`config.mk`:
```
export PLATFORM = sky130hd
export DESIGN_NAME = sync_deserializer
export DESIGN_NICKNAME = d
export VERILOG_FILES = /design/src/rtl/sync_deserializer.sv
export SDC_FILE = /design/constraint.sdc
export NUM_CORES = 1
export LEC_CHECK = 0
export CORE_MARGIN = 2
export CORE_UTILIZATION = 40
export CTS_BUF_LIST = sky130_fd_sc_hd__clkbuf_8
export CTS_CLUSTER_DIAMETER = 120
export DETAILED_ROUTE_END_ITERATION = 10
export PLACE_DENSITY_LB_ADDON = 0.15
export SLEW_MARGIN = 0
export SYNTH_ARGS = -nofsm -noshare
export SYNTH_HDL_FRONTEND = slang
export SYNTH_SLANG_ARGS = --single-unit
```
`constraint.sdc`:
```
create_clock -name clk_i -period 3.1 [get_ports clk_i]
set_input_delay 0.775 -clock clk_i [delete_from_list [all_inputs] [get_ports clk_i]]
set_output_delay 0.775 -clock clk_i [all_outputs]
set_load 0.02 [all_outputs]
```
`src/rtl/sync_deserializer.sv`:
```
// Serial-to-parallel consumer: samples q_i on each sync strobe, packs WIDTH bits LSB-first
// into a single-entry valid/ready holding register, and flags lost sync and overrun.
// Optional feature macro: SYNC_PERIOD_CHECK_EN (strobe spacing check, adds period_err_o).
module sync_deserializer #(
  parameter int  WIDTH       = 8,
  parameter int  SYNC_PERIOD = 3,
  parameter int  TIMEOUT     = 8,
  localparam int BCW         = $clog2(WIDTH + 1),
  localparam int GCW         = $clog2(TIMEOUT + 1)
) (
  input  logic             clk_i,
  input  logic             reset_i,
  input  logic             q_i,
  input  logic             sync_i,
  output logic [WIDTH-1:0] word_o,
  output logic             word_valid_o,
  input  logic             word_ready_i,
  output logic [BCW-1:0]   bit_count_o,
  output logic             lost_sync_o,
  output logic             overrun_o,
`ifdef SYNC_PERIOD_CHECK_EN
  output logic             period_err_o,
`endif
  input  logic             clear_i
);

  typedef enum logic {HUNT, COLLECT} state_e;

  state_e           state_q, state_d;
  logic [WIDTH-1:0] sr_q, sr_d;
  logic [WIDTH-1:0] word_q, word_d;
  logic [BCW-1:0]   bc_q, bc_d;
  logic [GCW-1:0]   gap_q, gap_d;
  logic             vld_q, vld_d;
  logic             lost_q, lost_d;
  logic             ovr_q, ovr_d;
  logic             done;
`ifdef SYNC_PERIOD_CHECK_EN
  logic             perr_q, perr_d;
`endif

  always_ff @(posedge clk_i) begin
    if (!reset_i) begin
      state_q <= HUNT;
      sr_q    <= '0;
      word_q  <= '0;
      bc_q    <= '0;
      gap_q   <= '0;
      vld_q   <= 1'b0;
      lost_q  <= 1'b0;
      ovr_q   <= 1'b0;
`ifdef SYNC_PERIOD_CHECK_EN
      perr_q  <= 1'b0;
`endif
    end else begin
      state_q <= state_d;
      sr_q    <= sr_d;
      word_q  <= word_d;
      bc_q    <= bc_d;
      gap_q   <= gap_d;
      vld_q   <= vld_d;
      lost_q  <= lost_d;
      ovr_q   <= ovr_d;
`ifdef SYNC_PERIOD_CHECK_EN
      perr_q  <= perr_d;
`endif
    end
  end

  always_comb begin
    state_d = state_q;
    sr_d    = sr_q;
    word_d  = word_q;
    bc_d    = bc_q;
    gap_d   = gap_q;
    vld_d   = vld_q;
    lost_d  = 1'b0;
    ovr_d   = ovr_q;
    done    = 1'b0;
`ifdef SYNC_PERIOD_CHECK_EN
    perr_d  = perr_q;
    if (clear_i) perr_d = 1'b0;
`endif
    if (clear_i) ovr_d = 1'b0;
    if (vld_q && word_ready_i) vld_d = 1'b0;

    case (state_q)
      HUNT: begin
        gap_d = '0;
        if (sync_i) begin
          sr_d[0] = q_i;
          bc_d    = BCW'(1);
          state_d = COLLECT;
        end
      end
      default: begin
        if (sync_i) begin
          gap_d = '0;
          for (int i = 0; i < WIDTH; i++)
            if (bc_q == BCW'(i)) sr_d[i] = q_i;
          if (bc_q == BCW'(WIDTH - 1)) begin
            done = 1'b1;
            bc_d = '0;
          end else begin
            bc_d = bc_q + BCW'(1);
          end
`ifdef SYNC_PERIOD_CHECK_EN
          // Off-period strobe restarts the word with this sample as bit 0.
          if (gap_q != GCW'(SYNC_PERIOD - 1)) begin
            done    = 1'b0;
            sr_d[0] = q_i;
            bc_d    = BCW'(1);
            perr_d  = 1'b1;
          end
`endif
        end else if (gap_q == GCW'(TIMEOUT - 1)) begin
          gap_d   = GCW'(TIMEOUT);
          bc_d    = '0;
          lost_d  = 1'b1;
          state_d = HUNT;
        end else if (gap_q != GCW'(TIMEOUT)) begin
          gap_d = gap_q + GCW'(1);
        end
      end
    endcase

    // A same-cycle consume frees the holding register for the completing word.
    if (done) begin
      if (!vld_q || word_ready_i) begin
        word_d = sr_d;
        vld_d  = 1'b1;
      end else begin
        ovr_d = 1'b1;
      end
    end
  end

  assign word_o       = word_q;
  assign word_valid_o = vld_q;
  assign bit_count_o  = bc_q;
  assign lost_sync_o  = lost_q;
  assign overrun_o    = ovr_q;
`ifdef SYNC_PERIOD_CHECK_EN
  assign period_err_o = perr_q;
`endif

endmodule

```
==> results of run 1 <==
==> worst register-to-register path: stages (launching register included) <==
cell and delay (ns):
dfxtp_1 0.44, ha_1 0.33, nand3b_4 0.13, nor3_4 0.51
mux2i_1 0.25, nor2b_1 0.06
==> cell families after synthesis <==
logic type | share of synthesized area
AND/OR/NAND/NOR | 0.237
AO/OA/AOI/OAI | 0.139
flip-flops | 0.431
buffers and inverters | 0.0549
multiplexers | 0.0719
adder cells (fa/ha/maj) | 0.0599
XOR/XNOR | 0.00699
==> path summary, 6_finish.rpt <==
| check | endpoint | slack, ns | depth (start not counted) | startpoint |
|---|---|---|---|---|
| max | bit_count_o[2] | 0.85 | 1 | bit_count_o[2] |
| min | sr_q[3] | 0.47 | 2 | sr_q[3] |
| max reg2reg | word_o[7] | 1.29 | 5 | bit_count_o[0] |
| min reg2reg | sr_q[3] | 0.47 | 2 | sr_q[3] |
==> layer usage <==
metal  routed length (um)  up-vias  share of wire
met3                   70        5          0.032
met2                  941       18           0.43
met5                    0        -              0
met1                 1140      420           0.52
met4                   45        0          0.021
li1                     -      502              -
==> registers in the layout, summed over array words and instances (netlist names) <==
signal	count
overrun_o	1
gap_q	4
lost_sync_o	1
state_q	1
word_valid_o	1
bit_count_o	4
word_o	8
sr_q	7
==> cell type report <==
| type | instances | area share |
|---|---|---|
| clock buffer | 3 | 0.0273 |
| clock inverter | 1 | 0.00495 |
| inverter | 5 | 0.0124 |
| multi-input combinational | 97 | 0.425 |
| sequential | 27 | 0.357 |
| tap | 44 | 0.0363 |
| timing repair buffer | 21 | 0.137 |
==> power by group through the flow <==
stage	combinational, uW	sequential [uW]	clock (uW)
CTS	41.1	356	211
global route	46.1	357	222
floorplan	27.8	365	0
finish	41.0	356	202
global placement	40.1	364	0
detailed placement	41.0	364	0
==> metrics by stage <==
stage          utilization  total power (uW)  hold WS, ns
6_report             0.500               599        0.470
5_1_grt              0.500               625        0.516
4_1_cts              0.500               608        0.475
3_5_place_dp         0.484               405        0.462
3_3_place_gp         0.484               404        0.459
2_1_floorplan            -               392        0.443
==> cells in the final DEF (no fill, tap or decap), drive strengths merged <==
master,count
a21o,2
and4b,1
and4bb,1
o22ai,4
xnor2,1
buf,1
nor3,5
nor2,4
nand2,17
a211oi,2
dfxtp,27
ha,6
nor3b,1
mux2i,9
o21ai,8
nand3b,2
clkbuf,3
clkinvlp,1
inv,5
a21boi,1
or2,2
nor2b,12
clkdlybuf4s50,20
a21oi,12
o21a,1
nand2b,2
nand3,4
==> flow_summary.toml, run 1 <==
[finish]
layout.nets = 167
area_growth_pct = 20.9
fill_cells = 288
layout-drive-gt1-share = 0.0844
antenna_cells = 0
multi_input_area_um2 = 644
stdcell_area_um2 = 1520
final_cells = 198
regArea_um2 = 541

[critical_path]
path_cells = "clkdlybuf4s50_1"
crit_required_ns = 2.32
start_kind = "flop"
slowest_delay_ns = 0.67
crit_family = "buffers and inverters"
end_kind = "primary output"
cp_max_fo = 8
worstSetupPathType = "flop to primary output"
critical_path_buf_inv_count = 1
crit_slowest_cell = "clkdlybuf4s50_1"
cp.arrival_ns = 1.47

[yosys]
ys_ff_latch = 27
syn_nets = 147
netlist_top_cells_area = "dfxtp_1, mux2i_1, ha_1"
synth_flop_cell = "dfxtp_1"
syn_inst = 135
yosysMostFrequentCell = "dfxtp_1"
synth_commonest_cells = "dfxtp_1, nand2_1, a21oi_1, nor2b_1, mux2i_1"
synth_cell_types = 32
yosys_warnings = 0
synthArstFlopShare = 0
yosysTopAreaCellShare = 0.431
synth.avg_cell_area_um2 = 9.29
yosysSeqAreaShare = 0.431
synth_edf_count = 0
synth_area_um2 = 1250
yosys.area.top_type = "dfxtp_1"

[power]
p_int_uw = 461
leakage_uw = 0.000598
ir_drop_uv = 194
p_sw_frac = 0.230
seqPwrFrac = 0.594
power_density_nw_per_um2 = 395
p_comb_frac = 0.068
clockPowerShare = 0.337
switchingPower_uw = 138

[flow_run]
max_cap_viol_count = 0

[timing]
max_slew.worst_pin.slew_ns = 0.570
fin_setup_tns_ns = 0
drv_slew = 0
fmax_ghz = 0.445
fin_skew_ns = 0.00460
final-hold-violation-count = 0
fin_crit_ns = 2.25
final-setup-viol-count = 0
slew_headroom = 0.619
setup_ws_ns = 0.851
fin_crit_sh = 0.726
rsz0062_at_grt = "no"

[placed_design]
dpl.cell_count = 194
numPortBuffers = 20
place_ws_ns = 0.595
dpl_cell_area_um2 = 1470
place_hpwl_um = 1640
gp_congestion = 0.800

[clocking]
worstSkewPairLatency_ns = 0.28
cts-htree-levels = 1
clk_pin_slew_ns = 0.09
numCtsBuffers = 3
postCtsSetupBuffers = 0
hold_buffers = 0
max-clock-path-buffers = 2
cts_tree = "yes"
clockRootBuffer = "clkbuf_8"
clock_sinks = 27
cts_resized = 0

[global_route]
antenna_found_initial = 0
first_global_vias = 859
use_met3 = 0.0281
grtUsageMet2 = 0.217
grt_pass1_wl_um = 3780
grt.busiest_layer = "met2"
overflow = 0
grt_start_max_net_pins = 17
globalRouteTotalUtil = 0.140
gr-usage-met1 = 0.184

[routing]
num_vias = 945
ant_nets = 0
drc = 0
dr.first_iter.drc_count = 41
first_pass_iters = 4
routedWlPerCell_um = 11.1
avgViaCountPerCell = 4.77
wirelength_um = 2190

[outcome]
status = "complete, no violations"

[floorplan]
die_w_um = 60.0
rows = 20
ios = 21
fp.coreArea_um2 = 3030
die_y_um = 60.0
dieArea_um2 = 3600
initial_core_util = 0.414

[min_path]
hold_path.class = "flop to flop"
Note: power is estimated with default switching activity, not from simulation.
==> inputs of run 2 (changes only) <==
==> constraint.sdc (replaced) <==
create_clock -name clk_i -period 2.02 [get_ports clk_i]
set_input_delay 0.505 -clock clk_i [delete_from_list [all_inputs] [get_ports clk_i]]
set_output_delay 0.505 -clock clk_i [all_outputs]
set_load 0.02 [all_outputs]
==> run 2 against run 1 <==
Effect of this change:
- register-to-register slack got worse by 1.0 ns
- final area is 2.0% higher
- non-clock buffer count increased by 4
- first-iteration DRC count up 12%
- core utilization is 0.99 points higher
- die area unchanged
- sequential power increased by 54%
- sequential cell count is the same
- clock power up 55%
- largest power group unchanged
==> flow_summary.toml, run 2 (synthesis results as in run 1) <==
[critical_path]
crit_slowest_cell = "clkdlybuf4s50_1"
worstSetupPathType = "flop to primary output"
crit_required_ns = 1.51
slowest_delay_ns = 0.65
cp.arrival_ns = 1.38
path_cells = "clkdlybuf4s50_1"
end_kind = "primary output"
start_kind = "flop"
critical_path_buf_inv_count = 1
cp_max_fo = 8
crit_family = "buffers and inverters"

[finish]
layout_commonest_cell = "dfxtp_1"
final_cells = 202
layout-drive-gt1-share = 0.108
fill_cells = 300
final_cell_mix = "dfxtp_1, clkdlybuf4s50_1, nand2_1, a21oi_1, nor2b_1"
layout.nets = 171
antenna_cells = 0
stdcell_area_um2 = 1550
largest_reg_flops = 8
area_growth_pct = 23.3

[power]
power_density_nw_per_um2 = 599
ir_drop_uv = 587
leakage_uw = 0.000618

[floorplan]
dieArea_um2 = 3600
rows = 20
die_y_um = 60.0
fp.coreArea_um2 = 3030
die_w_um = 60.0
initial_core_util = 0.414
ios = 21

[routing]
first_pass_iters = 4
ant_nets = 0
routedWlPerCell_um = 11.7
wirelength_um = 2370
avgViaCountPerCell = 4.78
num_vias = 965
dr.first_iter.drc_count = 46
drc = 0

[placed_design]
place_ws_ns = 0.0395
dpl.cell_count = 198
dpl_cell_area_um2 = 1500
numPortBuffers = 20
place_hpwl_um = 1700
gp_congestion = 0.786

[min_path]
hold_path.class = "flop to flop"

[timing]
max_slew.worst_pin.slew_ns = 0.333
fmax_ghz = 0.530
setup_ws_ns = 0.133
fin_crit_sh = 0.934
final-setup-viol-count = 0
fin_skew_ns = 0.00292
final-hold-violation-count = 0
drv_slew = 0
rsz0062_at_grt = "no"
fin_setup_tns_ns = 0
fin_crit_ns = 1.89
slew_headroom = 0.777

[global_route]
globalRouteTotalUtil = 0.151
first_global_vias = 902
overflow = 0
grt_pass1_wl_um = 4110
antenna_found_initial = 0
grt_start_max_net_pins = 23

[clocking]
postCtsSetupBuffers = 0
cts_tree = "yes"
max-clock-path-buffers = 2
clock_sinks = 27
cts-htree-levels = 1
hold_buffers = 0
cts_resized = 0
numCtsBuffers = 3
worstSkewPairLatency_ns = 0.27
clk_pin_slew_ns = 0.10
clockRootBuffer = "clkbuf_8"

[flow_run]
max_cap_viol_count = 0

[outcome]
status = "complete, no violations"
[run 2: cell count changes in the layout (fill, tap and decap cells not counted), sizes merged]
cell | previous run | this run
buf | 1 | 5
[run 2: final cells by class]
class | instances | area [um^2] | share of cell area
multi-input combinational | 97 | 644 | 0.417
sequential | 27 | 541 | 0.350
timing repair buffer | 25 | 238 | 0.154
tap | 44 | 55.1 | 0.0356
clock buffer | 3 | 41.3 | 0.0267
inverter | 5 | 18.8 | 0.0121
clock inverter | 1 | 7.51 | 0.00486
[run 2: worst paths after layout]
check	start	to	slack (ns)	cells past startpoint
worst max register to register	bit_count_o[0]	word_o[4]	0.28	6
worst max-delay path	bit_count_o[3]	bit_count_o[3]	0.13	1
worst min register to register	sr_q[3]	sr_q[3]	0.47	2
worst min-delay path	sr_q[3]	sr_q[3]	0.47	2
[run 2: metrics by stage]
| step | hold WS [ns] | total power (uW) | utilization |
|---|---|---|---|
| detailed placement | 0.462 | 626 | 0.494 |
| global route | 0.527 | 964 | 0.510 |
| finish | 0.473 | 926 | 0.510 |
| CTS | 0.477 | 938 | 0.510 |
| floorplan | 0.443 | 602 | - |
| global placement | 0.459 | 624 | 0.494 |
[run 2: power breakdown]
part	internal [uW]	switching, uW	leakage (uW)
combinational	31.9	34.7	0.000378
clock	140	173	0.0000217
sequential	538	8.58	0.000218
total	710	216	0.000618
[run 2: routing by layer]
layer	part of all wire	up-vias	GRT usage	wire length [um]
met4	0.0080	0	0.0286	19
met1	0.53	437	0.214	1250
met3	0.028	2	0.0390	66
met5	0	-	0	0
met2	0.44	17	0.231	1030
li1	-	509	-	-
==> inputs of run 3 (changes only) <==
--- a/config.mk
+++ b/config.mk
@@ -8,7 +8,8 @@
 export CORE_MARGIN = 2
 export CORE_UTILIZATION = 40
 export CTS_BUF_LIST = sky130_fd_sc_hd__clkbuf_8
-export CTS_CLUSTER_DIAMETER = 120
+export CTS_CLUSTER_DIAMETER = 30
+export CTS_CLUSTER_SIZE = 14
 export DETAILED_ROUTE_END_ITERATION = 10
 export PLACE_DENSITY_LB_ADDON = 0.15
 export SLEW_MARGIN = 0
==> results of run 3 <==
Same layout as run 2: the final DEF is identical, and so are final timing and power.
